<file path="config.mk">
export PLATFORM = sky130hd
export DESIGN_NAME = i2c_req_arbiter
export DESIGN_NICKNAME = d
export VERILOG_FILES = /design/src/rtl/i2c_arb_pkg.sv /design/src/rtl/rr_pick.sv /design/src/rtl/i2c_req_arbiter.sv
export SDC_FILE = /design/constraint.sdc
export NUM_CORES = 1
export LEC_CHECK = 0
export ABC_AREA = 0
export CORE_UTILIZATION = 53
export CTS_BUF_LIST = sky130_fd_sc_hd__clkbuf_8
export CTS_CLUSTER_SIZE = 20
export DETAILED_ROUTE_END_ITERATION = 10
export DONT_BUFFER_PORTS = 1
export PLACE_DENSITY = 0.64
export SETUP_SLACK_MARGIN = 0.2
export SLEW_MARGIN = 10
export SYNTH_ARGS = -nofsm -noshare
export SYNTH_HDL_FRONTEND = slang
export SYNTH_HIERARCHICAL = 1
export SYNTH_SLANG_ARGS = --single-unit
</file>
<file path="constraint.sdc">
create_clock -name clk_i2c -period 4.9 [get_ports clk_i2c]
set_input_delay 0.245 -clock clk_i2c [delete_from_list [all_inputs] [get_ports clk_i2c]]
set_output_delay 0.245 -clock clk_i2c [all_outputs]
set_load 0.1 [all_outputs]
</file>
<file path="src/rtl/i2c_arb_pkg.sv">
// Shared types for the codec I2C request arbiter.
// Arbiter FSM states, payload width and transfer result codes.
package i2c_arb_pkg;

    localparam int I2C_WORD_W = 16;

    typedef enum logic [2:0] {
        IDLE,
        ISSUE,
        WAIT_BUSY,
        WAIT_DONE,
        RESP
    } arb_state_e;

    typedef enum logic {
        RES_DONE,
        RES_NACK
    } arb_res_e;

endpackage

</file>
<file path="src/rtl/rr_pick.sv">
// Round-robin winner selection: first set request at or after ptr.
// Purely combinational; reusable for any shared resource.
module rr_pick #(
    parameter int N     = 2,
    parameter int IDX_W = (N > 1) ? $clog2(N) : 1
) (
    input  logic [N-1:0]     req_i,
    input  logic [IDX_W-1:0] ptr_i,
    output logic [N-1:0]     gnt_o,
    output logic [IDX_W-1:0] idx_o,
    output logic             vld_o
);

    int k;

    always_comb begin
        gnt_o = '0;
        idx_o = '0;
        vld_o = 1'b0;
        k     = 0;
        for (int i = 0; i < N; i++) begin
            k = (int'(ptr_i) + i) % N;
            if (!vld_o && req_i[IDX_W'(k)]) begin
                vld_o               = 1'b1;
                gnt_o[IDX_W'(k)]    = 1'b1;
                idx_o               = IDX_W'(k);
            end
        end
    end

endmodule

</file>
<file path="src/rtl/i2c_req_arbiter.sv">
// Shares one codec I2C master between N_REQ requesters, round-robin.
// One start pulse per grant; one done/nack pulse back to the winner.
module i2c_req_arbiter
    import i2c_arb_pkg::*;
#(
    parameter int N_REQ       = 2,
    parameter int WORD_W      = I2C_WORD_W,
    parameter int TIMEOUT_CYC = 64
) (
    input  logic                    clk_i2c,
    input  logic                    reg_rstn,
    input  logic                    en_i,
    input  logic [N_REQ-1:0]        req_i,
    input  logic [N_REQ*WORD_W-1:0] data_i,
    output logic [N_REQ-1:0]        gnt_o,
    output logic [N_REQ-1:0]        done_o,
    output logic [N_REQ-1:0]        nack_o,
    output logic                    send_start_o,
    output logic [WORD_W-1:0]       i2c_data_o,
    input  logic                    i2c_busy_i,
    input  logic                    i2c_done_i,
    output logic                    arb_busy_o
);

    localparam int IDX_W = (N_REQ > 1) ? $clog2(N_REQ) : 1;
    localparam int CNT_W = $clog2(TIMEOUT_CYC) + 1;

    arb_state_e         state_q, state_d;
    arb_res_e           res_q, res_d;
    logic [IDX_W-1:0]   ptr_q, ptr_d;
    logic [IDX_W-1:0]   win_idx_q, win_idx_d;
    logic [N_REQ-1:0]   win_oh_q, win_oh_d;
    logic [WORD_W-1:0]  word_q, word_d;
    logic [CNT_W-1:0]   cnt_q, cnt_d;

    logic [N_REQ-1:0]   pick_gnt;
    logic [IDX_W-1:0]   pick_idx;
    logic               pick_vld;

    rr_pick #(
        .N     (N_REQ),
        .IDX_W (IDX_W)
    ) u_pick (
        .req_i (req_i),
        .ptr_i (ptr_q),
        .gnt_o (pick_gnt),
        .idx_o (pick_idx),
        .vld_o (pick_vld)
    );

    always_ff @(posedge clk_i2c or negedge reg_rstn) begin
        if (!reg_rstn) begin
            state_q   <= IDLE;
            res_q     <= RES_DONE;
            ptr_q     <= '0;
            win_idx_q <= '0;
            win_oh_q  <= '0;
            word_q    <= '0;
            cnt_q     <= '0;
        end else begin
            state_q   <= state_d;
            res_q     <= res_d;
            ptr_q     <= ptr_d;
            win_idx_q <= win_idx_d;
            win_oh_q  <= win_oh_d;
            word_q    <= word_d;
            cnt_q     <= cnt_d;
        end
    end

    always_comb begin
        state_d   = state_q;
        res_d     = res_q;
        ptr_d     = ptr_q;
        win_idx_d = win_idx_q;
        win_oh_d  = win_oh_q;
        word_d    = word_q;
        cnt_d     = cnt_q;
        unique case (state_q)
            IDLE: begin
                if (en_i && pick_vld && !i2c_busy_i) begin
                    win_idx_d = pick_idx;
                    win_oh_d  = pick_gnt;
                    word_d    = data_i[pick_idx*WORD_W +: WORD_W];
                    state_d   = ISSUE;
                end
            end
            ISSUE: begin
                cnt_d   = '0;
                state_d = WAIT_BUSY;
            end
            WAIT_BUSY: begin
                // A fast master may finish before busy is ever seen.
                if (i2c_done_i) begin
                    res_d   = RES_DONE;
                    state_d = RESP;
                end else if (i2c_busy_i) begin
                    state_d = WAIT_DONE;
                end else if (cnt_q == CNT_W'(TIMEOUT_CYC - 1)) begin
                    res_d   = RES_NACK;
                    state_d = RESP;
                end else if (cnt_q != '1) begin
                    cnt_d = cnt_q + 1'b1;
                end
            end
            WAIT_DONE: begin
                if (i2c_done_i) begin
                    res_d   = RES_DONE;
                    state_d = RESP;
                end else if (!i2c_busy_i) begin
                    res_d   = RES_NACK;
                    state_d = RESP;
                end
            end
            RESP: begin
                ptr_d   = (win_idx_q == IDX_W'(N_REQ - 1)) ?
                          '0 : win_idx_q + 1'b1;
                state_d = IDLE;
            end
            default: state_d = IDLE;
        endcase
    end

    assign arb_busy_o   = (state_q != IDLE);
    assign gnt_o        = arb_busy_o ? win_oh_q : '0;
    assign send_start_o = (state_q == ISSUE);
    assign i2c_data_o   = word_q;
    assign done_o       = (state_q == RESP && res_q == RES_DONE) ?
                          win_oh_q : '0;
    assign nack_o       = (state_q == RESP && res_q == RES_NACK) ?
                          win_oh_q : '0;

endmodule

</file>
# ---- After elaboration in Yosys (flattened, before gate mapping)
# Index checks and enable logic that the tools add are counted.
dict set report classes {
  n_eq_ne 15
  shifts 1
  magnitude_cmp 4
  reduce_logical 17
  bitwise_logic 2
  muxes 36
  n_addsub 3
}
# cell n
set op_table {}
lappend op_table {{32-bit by 6-bit indexed part select with 16-bit output} 1}
lappend op_table {{7-bit 2-to-1 mux} 4}
lappend op_table {{3-bit 2-to-1 mux} 6}
lappend op_table {{1-bit 2-to-1 mux} 16}
lappend op_table {{7-bit case mux with 2 select lines} 1}
lappend op_table {{3-bit case mux with 4 select lines} 1}
lappend op_table {{2-bit 2-to-1 mux} 5}
lappend op_table {{2-bit != test, second input constant} 5}
lappend op_table {{3-bit != test, second input constant} 3}
lappend op_table {{7-bit by 1-bit adder with 7-bit output, second input constant} 1}
lappend op_table {{7-bit by 6-bit == test with 1-bit output, second input constant} 1}
lappend op_table {{1-bit logical AND} 7}
lappend op_table {{7-bit != test, second input constant} 1}
lappend op_table {{3-bit by 2-bit == test with 1-bit output, second input constant} 2}
lappend op_table {{1-bit by 3-bit less-than comparator with 1-bit output, second input constant} 2}
lappend op_table {{5-bit AND reduction} 1}
lappend op_table {{4-bit != test, second input constant} 1}
lappend op_table {{4-bit AND reduction} 1}
lappend op_table {{2-bit nonzero test} 2}
lappend op_table {{3-bit by 1-bit == test with 1-bit output, second input constant} 1}
lappend op_table {{3-bit == test, second input constant} 1}
lappend op_table {{3-bit zero test} 1}
lappend op_table {{3-bit AND reduction} 1}
lappend op_table {{3-bit nonzero test} 1}
lappend op_table {{8 further kinds} 12}
dict set report word_totals {
  word_cells 85
  register_bits 31
}

# ---- Logic depth before layout (Yosys ltp)
# Gate-level depths: netlist of run 1.
dict set report logic_depth {
  ltp_word 11
  mapped_depth 6
  ltp_nobuf 5
}

# ---- By module
# The synthesis of run 1 kept the hierarchy.
# module cells_each area_per_inst_um2 n_inst seq_area_each_um2
set modules_own_cells {}
lappend modules_own_cells {i2c_req_arbiter 144 1514.0 1 775.7}
lappend modules_own_cells {rr_pick 5 35.0 1 0.0}

# ---- Worst setup path after synthesis of run 1
# No wires, ideal clock.
dict set report synth_path {
  path_kind {reg-to-reg}
  from {register state_q[0]}
  to {register cnt_q[2]}
  n_path_buf 0
  arrival_time_ns 3.372
  setup_ns 0.125
  stages_incl_launch_ff 5
  slack_ns 1.403
  path_cell_list {dfrtp_1 -> inv_1 -> nor3_1 -> nor2b_1 -> a211o_1}
}
dict set report synth_between {
  elab_chain_cells 3
}
# item line
set synth_rtl {}
lappend synth_rtl {{start, declared} i2c_req_arbiter.sv:28} ;# arb_state_e state_q, state_d;
lappend synth_rtl {{start signal, assigned} i2c_req_arbiter.sv:61} ;# state_q <= state_d;
lappend synth_rtl {{3-bit by 1-bit == test with 1-bit output (*)} n/a}
lappend synth_rtl {{named net send_start_o} i2c_req_arbiter.sv:18} ;# output logic send_start_o,
lappend synth_rtl {{2-bit nonzero test (no source line)} n/a}
lappend synth_rtl {{5-bit AND reduction (no source line)} n/a}
lappend synth_rtl {{end signal, assigned} i2c_req_arbiter.sv:67} ;# cnt_q <= cnt_d;
lappend synth_rtl {{end, declared} i2c_req_arbiter.sv:34} ;# logic [CNT_W-1:0] cnt_q, cnt_d;
# The timed path passes the listed nets; every way through them passes the cells marked *.
# A chain may end at the register's enable or synchronous reset.

# ---- Worst setup path in the final report of run 1
dict set report layout_path {
  from {register state_q[2]}
  to {output gnt_o[1]}
}
dict set report layout_between {
  elab_chain_cells 2
}
# item line
set layout_rtl {}
lappend layout_rtl {{3-bit nonzero test} i2c_req_arbiter.sv:124} ;# assign arb_busy_o = (state_q != IDLE);
lappend layout_rtl {{named net arb_busy_o} i2c_req_arbiter.sv:22} ;# output logic arb_busy_o
lappend layout_rtl {{2-bit 2-to-1 mux} i2c_req_arbiter.sv:125} ;# assign gnt_o = arb_busy_o ? win_oh_q : '0;
lappend layout_rtl {{end, declared} i2c_req_arbiter.sv:15} ;# output logic [N_REQ-1:0] gnt_o,
# The timed path passes the listed nets, and every way through them passes these cells.

==> results.sh, run 1 <==
export IMPL_outcome="finished, final reports clean"
export IMPL_worst_pin_slew_ps=964
export IMPL_yosysWarnings=6
export IMPL_grt_busiest_layer="met2"
export IMPL_end_kind="primary output"
export IMPL_worstPathMaxFanout=6
export IMPL_async_flop_share_pct=100
export IMPL_coreArea_um2=2760
export IMPL_synth_top_cell_area_share_pct=50.1
export IMPL_arrival_ps=1940
export IMPL_start_kind="flop"
export IMPL_avgSynthCellArea_um2=10.4
export IMPL_timing_rr_end="i2c_data_o[14]"
export IMPL_slew_headroom_pct=36.0
export IMPL_synth_seq_cells=31
export IMPL_worstPathRequired_ps=4660
export IMPL_grt_pass1_vias=1072
export IMPL_hpwlAfterDp_mm=2.03
export IMPL_maxCapViolations=0
export IMPL_die_w_um=56.1
export IMPL_overflow=0
export IMPL_hold_depth=1
export IMPL_drtIter0Drc=45
export IMPL_rsz0062_at_grt="no"
export IMPL_wire_per_inst_um=15.1
export IMPL_synthTopCellsByCount="dfrtp_1 (31), nor2_1 (23), mux2i_1 (18)"
export IMPL_max_freq_ghz=0.458
export IMPL_wl_mm=2.83
export IMPL_synth_area_um2=1550
export IMPL_cts_resized=0
export IMPL_htree_levels=2
export IMPL_routed_via_density=5.74
export IMPL_path_clk_slew_ps=60
export IMPL_cts_root_buf="clkbuf_8"
export IMPL_synthFlopType="dfrtp_1"
export IMPL_nets=195
export IMPL_reg2reg_depth=5
export IMPL_die_area_um2=3140
export IMPL_setup_viol=0
export IMPL_grt_use_total_pct=20.0
export IMPL_num_rows=19
export IMPL_cts_path_max_buffers=2
export IMPL_hold_violations=0
export IMPL_period_share_pct=44.5
export IMPL_min_delay_start="i2c_busy_i"
export IMPL_cts_inserted_buffers=5
export IMPL_clock_sinks=31
export IMPL_clock_skew_ps=3.98
export IMPL_routed_via_count=1073
export IMPL_dr_pass1_iters=4
export IMPL_r2r_setup_slack_ps=2870
export IMPL_clock_latency_ps=280
export IMPL_drc=0
export IMPL_syn_nets=189
export IMPL_synth_top_cell_by_area="dfrtp_1"
export IMPL_yosysMostFrequentCell="dfrtp_1"
export IMPL_start_util_pct=56.2
export IMPL_finalMaxSlewViolations=0
export IMPL_detail_route_antenna_nets=0
export IMPL_yosys_cell_types_count=35
export IMPL_hold_end="state_q[0]"
export IMPL_area_delta_synth_final_pct=16.5
export IMPL_grt_first_pass_wirelength_mm=4.64
export IMPL_io_pins=63
export IMPL_fin_tns_setup_ps=0
export IMPL_syn_inst=149
export IMPL_yosys_top_cells_area="dfrtp_1 (50%), mux2i_1 (12%), nor2_1 (5.6%)"
export IMPL_use_met2_pct=34.7
export IMPL_grt_max_degree=37
export IMPL_yosysSeqAreaShare_pct=50.1
export IMPL_io_buffers=0
export IMPL_min_path_type="in2reg"
export IMPL_fin_crit_ps=2180
export IMPL_crit_type="reg2out"
export IMPL_gp_congestion=0.793
export IMPL_r2r_start="state_q[1]"
export IMPL_synth_edf_count=0
export IMPL_antennaDiodeCount=0
export IMPL_antenna_found_initial=0
export IMPL_die_height_um=56.1
export IMPL_globalRouteMet1Util_pct=21.3
export IMPL_gr_usage_met3_pct=7.91
export IMPL_filler_cell_count=230
export IMPL_cts_tree="built"
export IMPL_final_layout_size_suffix_gt1_share_pct=15.4
==> area by class of cell <==
| cell class | instances | area, um^2 | area share (%) |
|---|---|---|---|
| multi-input combinational | 109 | 729 | 40.4 |
| sequential | 31 | 776 | 43.0 |
| clock buffer | 6 | 82.6 | 4.58 |
| tap | 31 | 38.8 | 2.15 |
| clock inverter | 2 | 35.0 | 1.94 |
| inverter | 2 | 7.51 | 0.416 |
| timing repair buffer | 6 | 135 | 7.49 |
==> per-stage QoR <==
stage / std cells / hold WS [ps] / utilization, % / setup WS [ps] / instance area (um^2)
4_1_cts: 186 / 72.2 / 64.4 / 2350 / 1780
3_5_place_dp: 176 / -49.8 / 59.1 / 2370 / 1630
2_1_floorplan: 149 / -50.6 / - / 1400 / 1550
5_1_grt: 187 / 80.0 / 65.4 / 2640 / 1800
6_report: 187 / 82.9 / 65.4 / 2720 / 1800
3_3_place_gp: 176 / -49.8 / 59.1 / 2430 / 1630
==> worst max-delay path: stages (launching register included) <==
cell and delay, ps:
dfrtp_1 450, or3_4 380, and2_1 820
==> cells by family after synthesis <==
kind of cell	count (synthesis)	share of synthesized area [%]
flip-flops	31	50.1
AO/OA/AOI/OAI	29	11.1
adder cells (fa/ha/maj)	1	0.808
AND/OR/NAND/NOR	57	20.1
multiplexers	21	13.8
buffers and inverters	9	3.80
other	1	0.242
==> worst max path at each step <==
stage / from / end / cells after the start
finish: state_q[2] / gnt_o[1] / 2
global route: state_q[2] / gnt_o[1] / 2
CTS: state_q[1] / win_oh_q[0] / 3
detailed placement: state_q[1] / win_idx_q / 3
global placement: state_q[1] / win_idx_q / 3
floorplan: state_q[0] / cnt_q[2] / 4
==> registers in the layout, summed over array words and instances, names as in the netlist <==
register and flops:
cnt_q 7, i2c_data_o 16, ptr_q 1, res_q 1
state_q 3, win_idx_q 1, win_oh_q 2
==> cells in the final DEF, fill, tap and decap left out, drive strengths merged <==
cell type	n
nand2b	2
or3	1
nor2	23
inv	2
nand2	6
o2bb2ai	1
a211o	2
a21oi	17
clkbuf	8
mux2	3
o21ai	3
nand3	3
o21a	2
bufinv	1
nor3	3
clkinv	1
nand3b	1
and3	3
conb	1
nor2b	3
o31a	1
o211ai	1
and2b	1
and2	4
mux2i	18
nor4	1
buf	3
ha	1
a21o	2
dfrtp	31
dlygate4sd3	1
nor3b	5
and4	1
==> layer usage <==
metal | wire (um) | part of all wire [%]
met1 | 1150 | 41
met2 | 1440 | 51
met3 | 183 | 6.5
met4 | 53 | 1.9
met5 | 0 | 0
==> what timing repair did <==
item,CTS,global route
endpoints found under the hold margin,31,0
setup endpoints to repair,0,0
setup buffers,0,0
hold buffers,2,0
Power of run 1 is left out: the tool's default activity adds up to more than one toggle a clock period on the data nets, which glitch-free logic cannot reach.
==> run 2, diff against run 1 <==
Settings changed: ABC_AREA 0 to 1, PLACE_DENSITY 0.64 to 0.67.
Clock period 4.9 ns to 1.91 ns, I/O delays scaled along.
==> run 2 against run 1 <==
  * The flow now finishes with violations (DRC)
  * Register-to-register slack got worse by 2500 ps
  * Wire length increased by 66%
  * Area after synthesis increased by 3.5%
  * Global-route usage increased by 11 points
  * Flip-flop and latch count unchanged
  * Via count increased by 55%
  * Setup slack got worse by 2400 ps
  * Largest cell class unchanged
==> results.sh, run 2 <==
export IMPL_io_buffers=0
export IMPL_path_clk_slew_ps=70
export IMPL_cts_inserted_buffers=5
export IMPL_grt_max_degree=39
export IMPL_maxCapViolations=0
export IMPL_filler_cell_count=150
export IMPL_cts_root_buf="clkbuf_8"
export IMPL_cts_path_max_buffers=2
export IMPL_min_path_type="in2reg"
export IMPL_drc=2
export IMPL_num_rows=19
export IMPL_cts_tree="built"
export IMPL_min_delay_start="req_i[0]"
export IMPL_whs_ps=27.2
export IMPL_rsz0062_at_grt="no"
export IMPL_hold_depth=4
export IMPL_dp_cells=257
export IMPL_fin_tns_setup_ps=0
export IMPL_routed_via_count=1666
export IMPL_area_delta_synth_final_pct=45.4
export IMPL_overflow=0
export IMPL_synth_seq_cells=31
export IMPL_coreArea_um2=2810
export IMPL_hold_violations=0
export IMPL_hold_end="win_oh_q[0]"
export IMPL_start_util_pct=57.1
export IMPL_setup_slack_ps=344
export IMPL_async_flop_share_pct=100
export IMPL_reg2reg_depth=6
export IMPL_final_common_cell="nand2_1"
export IMPL_wire_per_inst_um=15.7
export IMPL_die_area_um2=3250
export IMPL_worstPathMaxFanout=6
export IMPL_max_freq_ghz=0.639
export IMPL_finalMaxSlewViolations=0
export IMPL_crit_type="reg2out"
export IMPL_synth_top_cell_area_share_pct=48.4
export IMPL_start_kind="flop"
export IMPL_detail_route_antenna_nets=0
export IMPL_arrival_ps=1470
export IMPL_io_pins=63
export IMPL_yosysMostFrequentCell="nand2_1"
export IMPL_routed_via_density=5.55
export IMPL_layout_common_cells="nand2_1 (67), dlygate4sd3_1 (34), dfrtp_1 (30), nor2_1 (29)"
export IMPL_syn_nets=249
export IMPL_failed_checks="DRC"
export IMPL_period_share_pct=82.0
export IMPL_synth_area_um2=1600
export IMPL_yosysSeqAreaShare_pct=48.4
export IMPL_grt_pass1_vias=1694
export IMPL_clock_sinks=31
export IMPL_grt_first_pass_wirelength_mm=7.55
export IMPL_dp_worst_setup_slack_ps=338
export IMPL_largest_reg_flops=16
export IMPL_synth_top_cell_by_area="dfrtp_1"
export IMPL_timing_rr_end="i2c_data_o[10]"
export IMPL_nets=308
export IMPL_dr_pass1_iters=7
export IMPL_die_w_um=57.0
export IMPL_synthFlopType="dfrtp_1"
export IMPL_die_height_um=57.0
export IMPL_synthTopCellsByCount="nand2_1 (68), nor2_1 (33), dfrtp_1 (31)"
export IMPL_final_seq_area_um2=777
export IMPL_gp_congestion=0.793
export IMPL_end_kind="primary output"
export IMPL_worstPathRequired_ps=1810
export IMPL_syn_inst=209
export IMPL_setup_viol=0
export IMPL_antenna_found_initial=0
export IMPL_drtIter0Drc=58
export IMPL_stdcell_count=300
export IMPL_hpwlAfterDp_mm=2.45
export IMPL_yosys_top_cells_area="dfrtp_1 (48%), nand2_1 (16%), nor2_1 (7.7%)"
export IMPL_synth_edf_count=0
export IMPL_clock_skew_ps=7.14
export IMPL_wl_mm=4.70
export IMPL_htree_levels=2
export IMPL_r2r_setup_slack_ps=390
export IMPL_yosys_cell_types_count=25
export IMPL_final_layout_size_suffix_gt1_share_pct=19.3
export IMPL_r2r_start="state_q[1]"
export IMPL_antennaDiodeCount=0
export IMPL_clock_latency_ps=290
export IMPL_outcome="complete, but fails checks"
export IMPL_yosysWarnings=6
export IMPL_grt_use_total_pct=31.3
export IMPL_fin_crit_ps=1570
export IMPL_avgSynthCellArea_um2=7.67
export IMPL_multi_input_area_um2=759
run 2: cell count changes after synthesis, sizes merged, moves of 4 or more:
cell,delta
nand2,+63
mux2i,-18
a31oi,+16
inv,+16
nor2,+14
a21oi,-13
nor3b,-5
nand3,+4
run 2: worst max-delay path by stage:
stage          startpoint  depth (start not counted)         to
2_1_floorplan  state_q[1]                          3  done_o[0]
3_3_place_gp     cnt_q[0]                          6   cnt_q[5]
3_5_place_dp     cnt_q[0]                          6   cnt_q[5]
4_1_cts        state_q[1]                          4  done_o[1]
5_1_grt          cnt_q[0]                          7      res_q
6_report       state_q[1]                          4  nack_o[1]
run 2: routing by layer:
metal  global-route usage [%]  routed length, um  up-vias
met2                     55.5               2440       87
met4                     12.2                154        0
met5                        0                  0        -
met3                     10.7                401       17
li1                         -                  -      774
met1                     34.6               1710      788
run 2: per-stage QoR:
step                instance area (um^2)  util [%]
floorplan                           1640         -
global placement                    1850      66.1
detailed placement                  1850      66.1
CTS                                 2300      82.1
global route                        2330      83.1
finish                              2330      83.1
run 2: cell type report:
type | instances | area share [%]
Clock buffer | 5 | 2.95
Timing Repair Buffer | 61 | 25.7
Tap cell | 31 | 1.66
Sequential cell | 31 | 33.3
Clock inverter | 3 | 0.698
Multi-Input combinational cell | 150 | 32.6
Inverter | 19 | 3.06
run 2: cell families after synthesis:
family                     share of synthesized area (%)
AOI/OAI and AO/OA                                   9.52
buffers and inverters                               8.74
DFF                                                 48.4
other                                              0.234
adders and majority gates                          0.781
and+or+nand+nor                                     30.7
xor gates and xnor gates                            1.64
run 2: what timing repair did:
| item | in CTS | in global routing |
|---|---|---|
| hold buffers | 35 | 0 |
| pin swaps | 0 | 1 |
| resized for setup | 1 | 8 |
| hold endpoints to repair | 48 | 0 |
| buffers inserted | 0 | 0 |
| endpoints found under the setup margin | 4 | 12 |
| cloned | 0 | 0 |
run 2: worst max-delay path: stages (launching register included):
cell	delay [ps]
dfrtp_1	440
nor2_2	210
nand2_4	140
nor3_4	150
buf_6	240
Power of run 2 is left out for the same reason.
==> run 3, diff against run 2 <==
Settings changed: ABC_AREA 1 to 0, PLACE_DENSITY 0.67 to 0.64.
Clock period 1.91 ns to 1.6 ns, I/O delays scaled along.
==> run 3 against run 2 <==
  * Sequential share of layout area fell by 0.49 points
  * First-iteration DRC count fell by 36%
  * Flip-flop and latch count did not move
  * Wire length fell by 19%
  * Via count fell by 21%
  * Utilization rose by 2.6 points
  * The run ends with setup timing left
  * Largest cell class is now multi-input combinational cells
==> results.sh, run 3 (synthesis gave the netlist of run 1 again) <==
export IMPL_wl_met1_mm=1.55
export IMPL_setup_slack_ps=-4.92
export IMPL_slowest_stage="or3_4"
export IMPL_io_pins=63
export IMPL_met3WireLength_um=191
export IMPL_antennaDiodeCount=0
export IMPL_final_common_cell="dfrtp_1"
export IMPL_cp_num_buf_inv=1
export IMPL_period_share_pct=100
export IMPL_gp_congestion=0.733
export IMPL_met2_length_mm=2.04
export IMPL_overflow=0
export IMPL_min_path_type="in2reg"
export IMPL_grt_pass1_vias=1291
export IMPL_worstPathMaxFanout=3
export IMPL_worstPathCellList="or3_4 -> buf_12 -> and2_4"
export IMPL_clock_skew_ps=8.02
export IMPL_die_w_um=56.1
export IMPL_grt_first_pass_wirelength_mm=5.87
export IMPL_hpwlAfterDp_mm=2.18
export IMPL_totalPowerFinal_mw=5.28
export IMPL_arrival_ps=1520
export IMPL_antenna_found_initial=0
export IMPL_cts_root_buf="clkbuf_8"
export IMPL_cts_tree="built"
export IMPL_rsz0062_at_grt="yes"
export IMPL_routed_via_count=1320
export IMPL_multi_input_area_um2=921
export IMPL_slew_headroom_pct=66.5
export IMPL_grt_max_degree=32
export IMPL_io_buffers=0
export IMPL_largest_reg_flops=16
export IMPL_dr_pass1_iters=4
export IMPL_filler_cell_count=152
export IMPL_topRoutingLayerUsed="met4"
export IMPL_routed_via_density=5.79
export IMPL_wl_mm=3.82
export IMPL_worst_pin_slew_ps=503
export IMPL_crit_family="simple AND/OR/NAND/NOR gates"
export IMPL_final_layout_size_suffix_gt1_share_pct=51.8
export IMPL_slowest_delay_ps=430
export IMPL_cts_inserted_buffers=5
export IMPL_clock_latency_ps=280
export IMPL_num_rows=19
export IMPL_outcome="complete, but fails checks"
export IMPL_drtIter0Drc=37
export IMPL_coreArea_um2=2760
export IMPL_wire_per_inst_um=16.8
export IMPL_max_freq_ghz=0.623
export IMPL_failed_checks="setup timing"
export IMPL_path_clk_slew_ps=70
export IMPL_clock_sinks=31
export IMPL_die_height_um=56.1
export IMPL_area_delta_synth_final_pct=52.5
export IMPL_cts_path_max_buffers=2
export IMPL_setup_viol=4
export IMPL_die_area_um2=3140
export IMPL_nets=237
export IMPL_htree_levels=2
export IMPL_place_area_um2=1880
export IMPL_end_kind="primary output"
export IMPL_hold_violations=0
export IMPL_maxCapViolations=0
export IMPL_drc=0
export IMPL_start_kind="flop"
export IMPL_worstPathRequired_ps=1520
export IMPL_grt_use_total_pct=24.2
export IMPL_detail_route_antenna_nets=0
export IMPL_power_leakage_nw=1.03
export IMPL_final_seq_area_um2=776
export IMPL_finalMaxSlewViolations=0
export IMPL_peakVddDrop_mv=3.64
export IMPL_crit_type="reg2out"
export IMPL_post_route_cell_area_um2=2360
export IMPL_start_util_pct=56.2
export IMPL_layout_common_cells="dfrtp_1 (31), buf_4 (27), mux2i_1 (18), a21oi_2 (10), nor2_2 (10)"
export IMPL_fin_crit_ps=1600
export IMPL_powerDensity_nw_per_um2=2240
run 3: cell count changes in the layout (fill, tap and decap cells not counted), sizes merged, moves of 4 or more:
cell	before	now
a21oi	4	17
a31oi	16	0
buf	27	44
dlygate4sd3	34	3
inv	19	2
mux2i	0	18
nand2	69	6
nand3	7	3
nor2	37	23
nor3b	0	5
run 3: cell type report:
| cell class | instances | share of cell area [%] |
|---|---|---|
| inverter | 2 | 0.318 |
| clock buffer | 6 | 3.50 |
| clock inverter | 1 | 0.212 |
| tap | 31 | 1.64 |
| timing repair buffer | 48 | 22.5 |
| multi-input combinational | 109 | 39.0 |
| sequential | 31 | 32.8 |
run 3: timing repair:
action / 4_1_cts / 5_1_grt
cloned: 1 / 1
endpoints found under the setup margin: 31 / 33
hold buffers: 4 / 0
setup buffers: 6 / 7
hold endpoints to repair: 35 / 0
gates resized for setup: 36 / 24
pin swaps: 9 / 12
run 3: through the flow:
stage / utilization (%) / instances / worst slack, ps / hold slack, ps / TNS, ps
5_1_grt: 85.7 / 228 / -42.2 / 16.0 / -361
6_report: 85.7 / 228 / -4.92 / 2.03 / -15.6
3_3_place_gp: 68.0 / 202 / 6.23 / -215 / 0
3_5_place_dp: 68.0 / 202 / -44.1 / -215 / -360
4_1_cts: 79.6 / 220 / 8.78 / 12.5 / 0
2_1_floorplan: - / 149 / -260 / -216 / -4660
run 3: metal layers:
layer,GRT usage [%],vias to the layer above
met1,29.6,657
li1,-,616
met4,6.97,0
met3,5.35,5
met5,0,-
met2,42.9,42
run 3: final timing paths:
path | slack, ps | cells past startpoint | startpoint | endpoint
setup / recovery | -5 | 3 | state_q[0] | gnt_o[1]
hold / removal | 2 | 2 | data_i[6] | i2c_data_o[6]
setup reg to reg | -5 | 4 | state_q[0] | win_oh_q[0]
hold reg to reg | 520 | 1 | win_idx_q | ptr_q
max in group asynchronous | 1160 | 2 | reg_rstn | state_q[2]
min in group asynchronous | 270 | 2 | reg_rstn | ptr_q
run 3: power breakdown:
part           leakage, nW  internal [mW]  switching, mW
combinational        0.613          0.950           2.40
sequential           0.374           1.07          0.237
clock               0.0470          0.337          0.292
No activity file was read; power rests on OpenSTA's default activity.
